**config.mk**
```make
export PLATFORM = sky130hd
export DESIGN_NAME = cla_pipe_adder
export DESIGN_NICKNAME = d
export VERILOG_FILES = /design/src/rtl/cla_pipe_adder.sv
export SDC_FILE = /design/constraint.sdc
export NUM_CORES = 1
export LEC_CHECK = 0
export BUFFER_PORTS_ARGS = -buffer_cell sky130_fd_sc_hd__buf_2
export CORE_MARGIN = 3
export CORE_UTILIZATION = 54
export CTS_BUF_LIST = sky130_fd_sc_hd__clkbuf_4
export DETAILED_ROUTE_END_ITERATION = 10
export GPL_ROUTABILITY_DRIVEN = 0
export PLACE_DENSITY = 0.78
export SYNTH_ARGS = -nofsm -noshare
export SYNTH_HDL_FRONTEND = slang
export SYNTH_SLANG_ARGS = --single-unit
```
**constraint.sdc**
```tcl
create_clock -name clk -period 3.7 [get_ports clk]
set_input_delay 0.74 -clock clk [delete_from_list [all_inputs] [get_ports clk]]
set_output_delay 0.74 -clock clk [all_outputs]
set_load 0.01 [all_outputs]
```
**src/rtl/cla_pipe_adder.sv**
```systemverilog
// Pipelined carry-lookahead adder/subtractor with valid/ready handshakes; one GROUP-bit slice per stage.
// Optional signed-overflow output enabled by defining CLA_PIPE_OVF_EN (otherwise ovf is tied to 0).
module cla_pipe_adder #(
  parameter int WIDTH = 16,
  parameter int GROUP = 4
) (
  input  logic             clk,
  input  logic             rst,
  input  logic             in_valid,
  output logic             in_ready,
  input  logic [WIDTH-1:0] a,
  input  logic [WIDTH-1:0] b,
  input  logic             cin,
  input  logic             sub,
  output logic             out_valid,
  input  logic             out_ready,
  output logic [WIDTH-1:0] sum,
  output logic             cout,
  output logic             ovf
);

  localparam int LAT = WIDTH / GROUP;

  // Returns {carry into group MSB, carry out of group, group sum bits}.
  function automatic logic [GROUP+1:0] cla_group(input logic [GROUP-1:0] x,
                                                 input logic [GROUP-1:0] y,
                                                 input logic             c);
    logic [GROUP-1:0] p;
    logic [GROUP-1:0] g;
    logic [GROUP:0]   cc;
    p     = x ^ y;
    g     = x & y;
    cc[0] = c;
    for (int i = 0; i < GROUP; i++) begin
      cc[i+1] = g[i] | (p[i] & cc[i]);
    end
    return {cc[GROUP-1], cc[GROUP], p ^ cc[GROUP-1:0]};
  endfunction

  logic [LAT-1:0]   vld_r;
  logic [LAT-1:0]   cry_r;
  logic [WIDTH-1:0] a_r    [LAT];
  logic [WIDTH-1:0] b_r    [LAT];
  logic [WIDTH-1:0] part_r [LAT];

  logic [LAT-1:0]   st_v;
  logic [LAT-1:0]   st_c;
  logic [WIDTH-1:0] st_a    [LAT];
  logic [WIDTH-1:0] st_b    [LAT];
  logic [WIDTH-1:0] st_part [LAT];

  logic [GROUP+1:0] grp     [LAT];
  logic [WIDTH-1:0] nx_part [LAT];
  logic [LAT-1:0]   nx_c;

  logic stall;

  assign out_valid = vld_r[LAT-1];
  assign sum       = part_r[LAT-1];
  assign cout      = cry_r[LAT-1];
  assign stall     = out_valid & ~out_ready;
  assign in_ready  = ~stall;

  // Stage 0 sees the ports (B pre-inverted for subtract); later stages see the previous stage register.
  always_comb begin
    st_v       = '0;
    st_c       = '0;
    st_a[0]    = a;
    st_b[0]    = sub ? ~b : b;
    st_c[0]    = sub | cin;
    st_part[0] = '0;
    st_v[0]    = in_valid;
    for (int k = 1; k < LAT; k++) begin
      st_a[k]    = a_r[k-1];
      st_b[k]    = b_r[k-1];
      st_c[k]    = cry_r[k-1];
      st_part[k] = part_r[k-1];
      st_v[k]    = vld_r[k-1];
    end
  end

  // Each stage resolves its own group and merges it into the forwarded partial sum.
  always_comb begin
    nx_c = '0;
    for (int k = 0; k < LAT; k++) begin
      grp[k]     = cla_group(st_a[k][k*GROUP +: GROUP], st_b[k][k*GROUP +: GROUP], st_c[k]);
      nx_part[k] = st_part[k];
      nx_part[k][k*GROUP +: GROUP] = grp[k][GROUP-1:0];
      nx_c[k]    = grp[k][GROUP];
    end
  end

  // Whole pipeline, skew registers included, advances together and freezes on a stall.
  always_ff @(posedge clk) begin
    if (rst) begin
      vld_r <= '0;
      cry_r <= '0;
      for (int k = 0; k < LAT; k++) begin
        a_r[k]    <= '0;
        b_r[k]    <= '0;
        part_r[k] <= '0;
      end
    end else if (!stall) begin
      vld_r <= st_v;
      cry_r <= nx_c;
      for (int k = 0; k < LAT; k++) begin
        a_r[k]    <= st_a[k];
        b_r[k]    <= st_b[k];
        part_r[k] <= nx_part[k];
      end
    end
  end

`ifdef CLA_PIPE_OVF_EN
  logic ovf_r;

  // Overflow is formed in the last stage and registered alongside cout.
  always_ff @(posedge clk) begin
    if (rst) begin
      ovf_r <= 1'b0;
    end else if (!stall) begin
      ovf_r <= grp[LAT-1][GROUP+1] ^ grp[LAT-1][GROUP];
    end
  end

  assign ovf = ovf_r;
`else
  assign ovf = 1'b0;
`endif

endmodule

```
==> impl_summary.md <==
Timing
The total count of max-transition violations in the final report is 0. Setup violations remaining at the end of the flow were counted as 0. Setup repair after global routing left no endpoint under its margin.

The setup clock skew after layout is 0.0117 ns. Dividing the final minimum period by the clock period gives 71.6%. The clock period minus worst slack is 2.65 ns.

The total count of hold-check failures in the final report came to 0. The final setup TNS is 0 ns. At the pin with the least slew margin, the transition time is 1.11 ns.

The headroom to the max-slew limit is 26.0%. The highest clock frequency the design can meet is 378 MHz.

Layout
The repair_antennas step left the layout with diodes totalling 0. The area growth from synthesis to layout is 8.74%. Summing all multi-input logic gate instances after layout gives 0.00167 mm2. The share of the core filled with cells is 61.9%. Of the cells placed in the final design, the portion with a size suffix greater than 1 is 49.3%. The layout has 633 filler cells. The area occupied by registers is 0.00280 mm2. For this run, the post-layout net count is 390. The count of cells in the finished layout, fillers not included, comes to 446.

Route
For this block, the initial DRC count from the detailed router was 173. The highest layer touched by signal routing is met4. Using the TritonRoute via totals, the vias-per-cell ratio works out to 5.08. The total routed wire length on the met1 layer is 2.88 mm. The per-cell routed wire length is 14.6 um. In the routed design, unresolved DRC markers number 0. Wires add up to 6.51 mm. Detailed routing placed a total of 3.19 mm of wire on met2.

The first detailed-routing pass ran for 4 iterations. For this block, the via count after detailed routing is 2,266. The amount of wire on met3 after detailed routing is 301 um.

The post-route antenna net violation count is 0.

Placement
Once placement completed, the tool counted placed cells totaling 430. The sum of net half-perimeters after detailed placement is 4.08 mm. The number of I/O port buffers is 56.

Die
During I/O placement, the number of pins put on the boundary was 58. Once the floorplan was initialized, standard cells occupied 56.9% of the core. After floorplanning, the core was divided into 33 placement rows.

Measured along the x axis, the die boundary spans 100 um. The die area is 0.0100 mm2. The overall die height is 100 um.

The core region is 0.00838 mm2.

Clock network
The total CTS buffers is 9. The total number of H-tree levels is 3. Clock-pin slew was measured on the worst setup and hold paths at 0.16 ns. The clock reaches the later pin of the worst-skew pair after 0.43 ns.

Counting every sink on the clock net gives 96. The number of instances resized during post-cts repair is 0. TritonCTS built the clock tree. In this run the clock root is driven by a clkbuf_4. The post-CTS setup-driven buffer insertion count is 0. The cts-stage hold buffer count is 0. Counting along the longest clock path gives a buffer depth of 2.

Worst setup path
Of all nets on the critical path, the largest fanout is 3. The depth of the worst register-to-register path is 8. The sort of element at the start of the critical path is a primary input.

The worst setup path is of the primary input to flop kind. The required time reported for the critical path endpoint is 3.90 ns. The type of destination of the critical path is a flop. At the worst endpoint, the arrival time is 2.85 ns.

Yosys
The share of cell area taken by muxes after synthesis is 0.420%. The xor/xnor share of the synthesized area is 2.94%. The adder-cell share of the synthesized area is 6.72%.

In the synthesized netlist, the number of instances is 288. The most common cell in the synthesized netlist is edfxtp_1. The commonest cells after synthesis are 88 x edfxtp_1, 67 x nor3b_2, 26 x inv_1. The simple logic cell fraction of the synthesized area is 24.0%. The fraction of synthesis flops using an asynchronous set or reset pin is 0%. The main combinational cell family by area after synthesis is simple AND/OR/NAND/NOR gates. Yosys attributes the largest share of cell area to edfxtp_1 55%, nor3b_2 18%, fa_1 6.7%, nor3_2 4.4%, dfxtp_1 3.4%. The mean area per synthesized cell is 16.6 um2. The count of warnings emitted by yosys is 0. The most frequently used flop master after synthesis is edfxtp_1. Summing the areas of all compound-gate instances in the mapped netlist gives 0.787% of the synthesized area. The number of nets produced by synthesis is 342. The number of synthesized flops with an enable pin is 88. The number of flip-flops and latches in the synthesized netlist is 96.

The register area share after synthesis is 58.8%. The synthesized design spends more area on one cell type than any other, namely edfxtp_1. The cell area that synthesis handed to floorplanning was 0.00477 mm2. The portion of synthesized cell area occupied by the leading cell type is 55.4%.

The number of library cell types mapped by synthesis is 22.

Power and ir drop
The internal power of the cells is 1.59 mW. The relative contribution of the clock network to total power is 27.9%. For this design the ratio of total power to cell area is 401 mW/mm2. Net switching is 23.5% of the power. In this run, flip-flops and latches consume 61.4% of the power. The static power due to leakage is 2.06 nW. The design draws 2.08 mW. The share of total power dissipated in combinational logic is 10.7%. The switching power is 0.490 mW. The peak supply drop is 0.161 mV.

Global route
Global routing consumed, over all layers together, 14.2% of the routing resources. The first global-routing pass estimated 11.2 mm of wire. Entering global routing, the biggest net connects 77 pins. The total global routing overflow is 0. The number of global-route vias before repair was 2,268. The initial antenna violation count is 0.

Min path
The worst hold path was traced through 2 stages. In this run the worst hold path is classified as flop to flop.

Run
The number of maximum-capacitance constraint violations is 0.

Status
The flow ran to the end, and the final reports show no timing, DRC or antenna violations.
through the flow:
step                      hold slack [ns]  instance area, um2  worst slack [ns]
after floorplan                     0.421                4770            0.0353
after global placement              0.424                5040             0.644
after detailed placement            0.466                5040             0.586
after CTS                           0.471                5190              1.03
after global routing                0.482                5190             0.929
final                               0.467                5190              1.05
worst paths after layout:
check	from	endpoint	slack, ns
worst max register to register	b_r[0][44]	part_r[0][63]	1.30
worst min register to register	vld_r[2]	vld_r[3]	0.47
worst max-delay path	sub	part_r[0][3]	1.05
worst min-delay path	vld_r[2]	vld_r[3]	0.47
metal layers:
metal | GRT usage, % | vias up
met3 | 2.85 | 13
met4 | 6.63 | 0
li1 | - | 1112
met1 | 19.5 | 1088
met2 | 22.0 | 53
met5 | 0 | -
kinds of logic (layout without fill, tap and decap cells):
group,count (synthesis),in the layout
compound gates,6,6
xor+xnor,16,16
fa+ha+maj,16,16
buf+inv,51,104
flops,96,96
mux,2,2
other cells,1,1
simple gates,100,100
layout by cell type, fill, tap and decap left out, drive strengths merged:
cell type	Yosys	layout
edfxtp	88	88
nor3b	70	70
buf	24	61
inv	27	30
nor3	21	21
fa	16	16
xnor2	15	15
clkbuf	0	9
dfxtp	8	8
nand2b	5	5
a211oi	3	3
or4bb	2	2
o21ai	2	2
mux2i	2	2
clkinvlp	0	2
xor2	1	1
nor2	1	1
nor2b	1	1
a21oi	1	1
conb	1	1
clkinv	0	1
bufinv	0	1
cell type report:
class / count / area share, %
well taps: 105 / 2.53
repair buffers: 61 / 6.42
inverters: 27 / 1.95
clock inverters: 7 / 1.52
flip-flops and latches: 96 / 54.0
multi-input cells: 141 / 32.2
clock buffers: 9 / 1.30
critical path, stage by stage:
cell,delay (ns)
buf_2,0.13
xnor2_1,0.15
fa_1,0.43
fa_1,0.40
fa_1,0.37
inv_1,0.07
fa_1,0.40
nor3b_2,0.16
power groups by stage:
stage / registers, mW / clock network [mW] / logic, mW
5_1_grt: 1.29 / 0.636 / 0.248
3_3_place_gp: 1.30 / 0 / 0.218
6_report: 1.28 / 0.581 / 0.222
3_5_place_dp: 1.30 / 0 / 0.225
2_1_floorplan: 1.31 / 0 / 0.165
4_1_cts: 1.28 / 0.596 / 0.226
flip-flops by register name, summed over array words and instances (netlist names):
signal and flops:
a_r 24, cry_r 4, vld_r 4, b_r 24
part_r 40
Power figures use the tool's default switching activity.
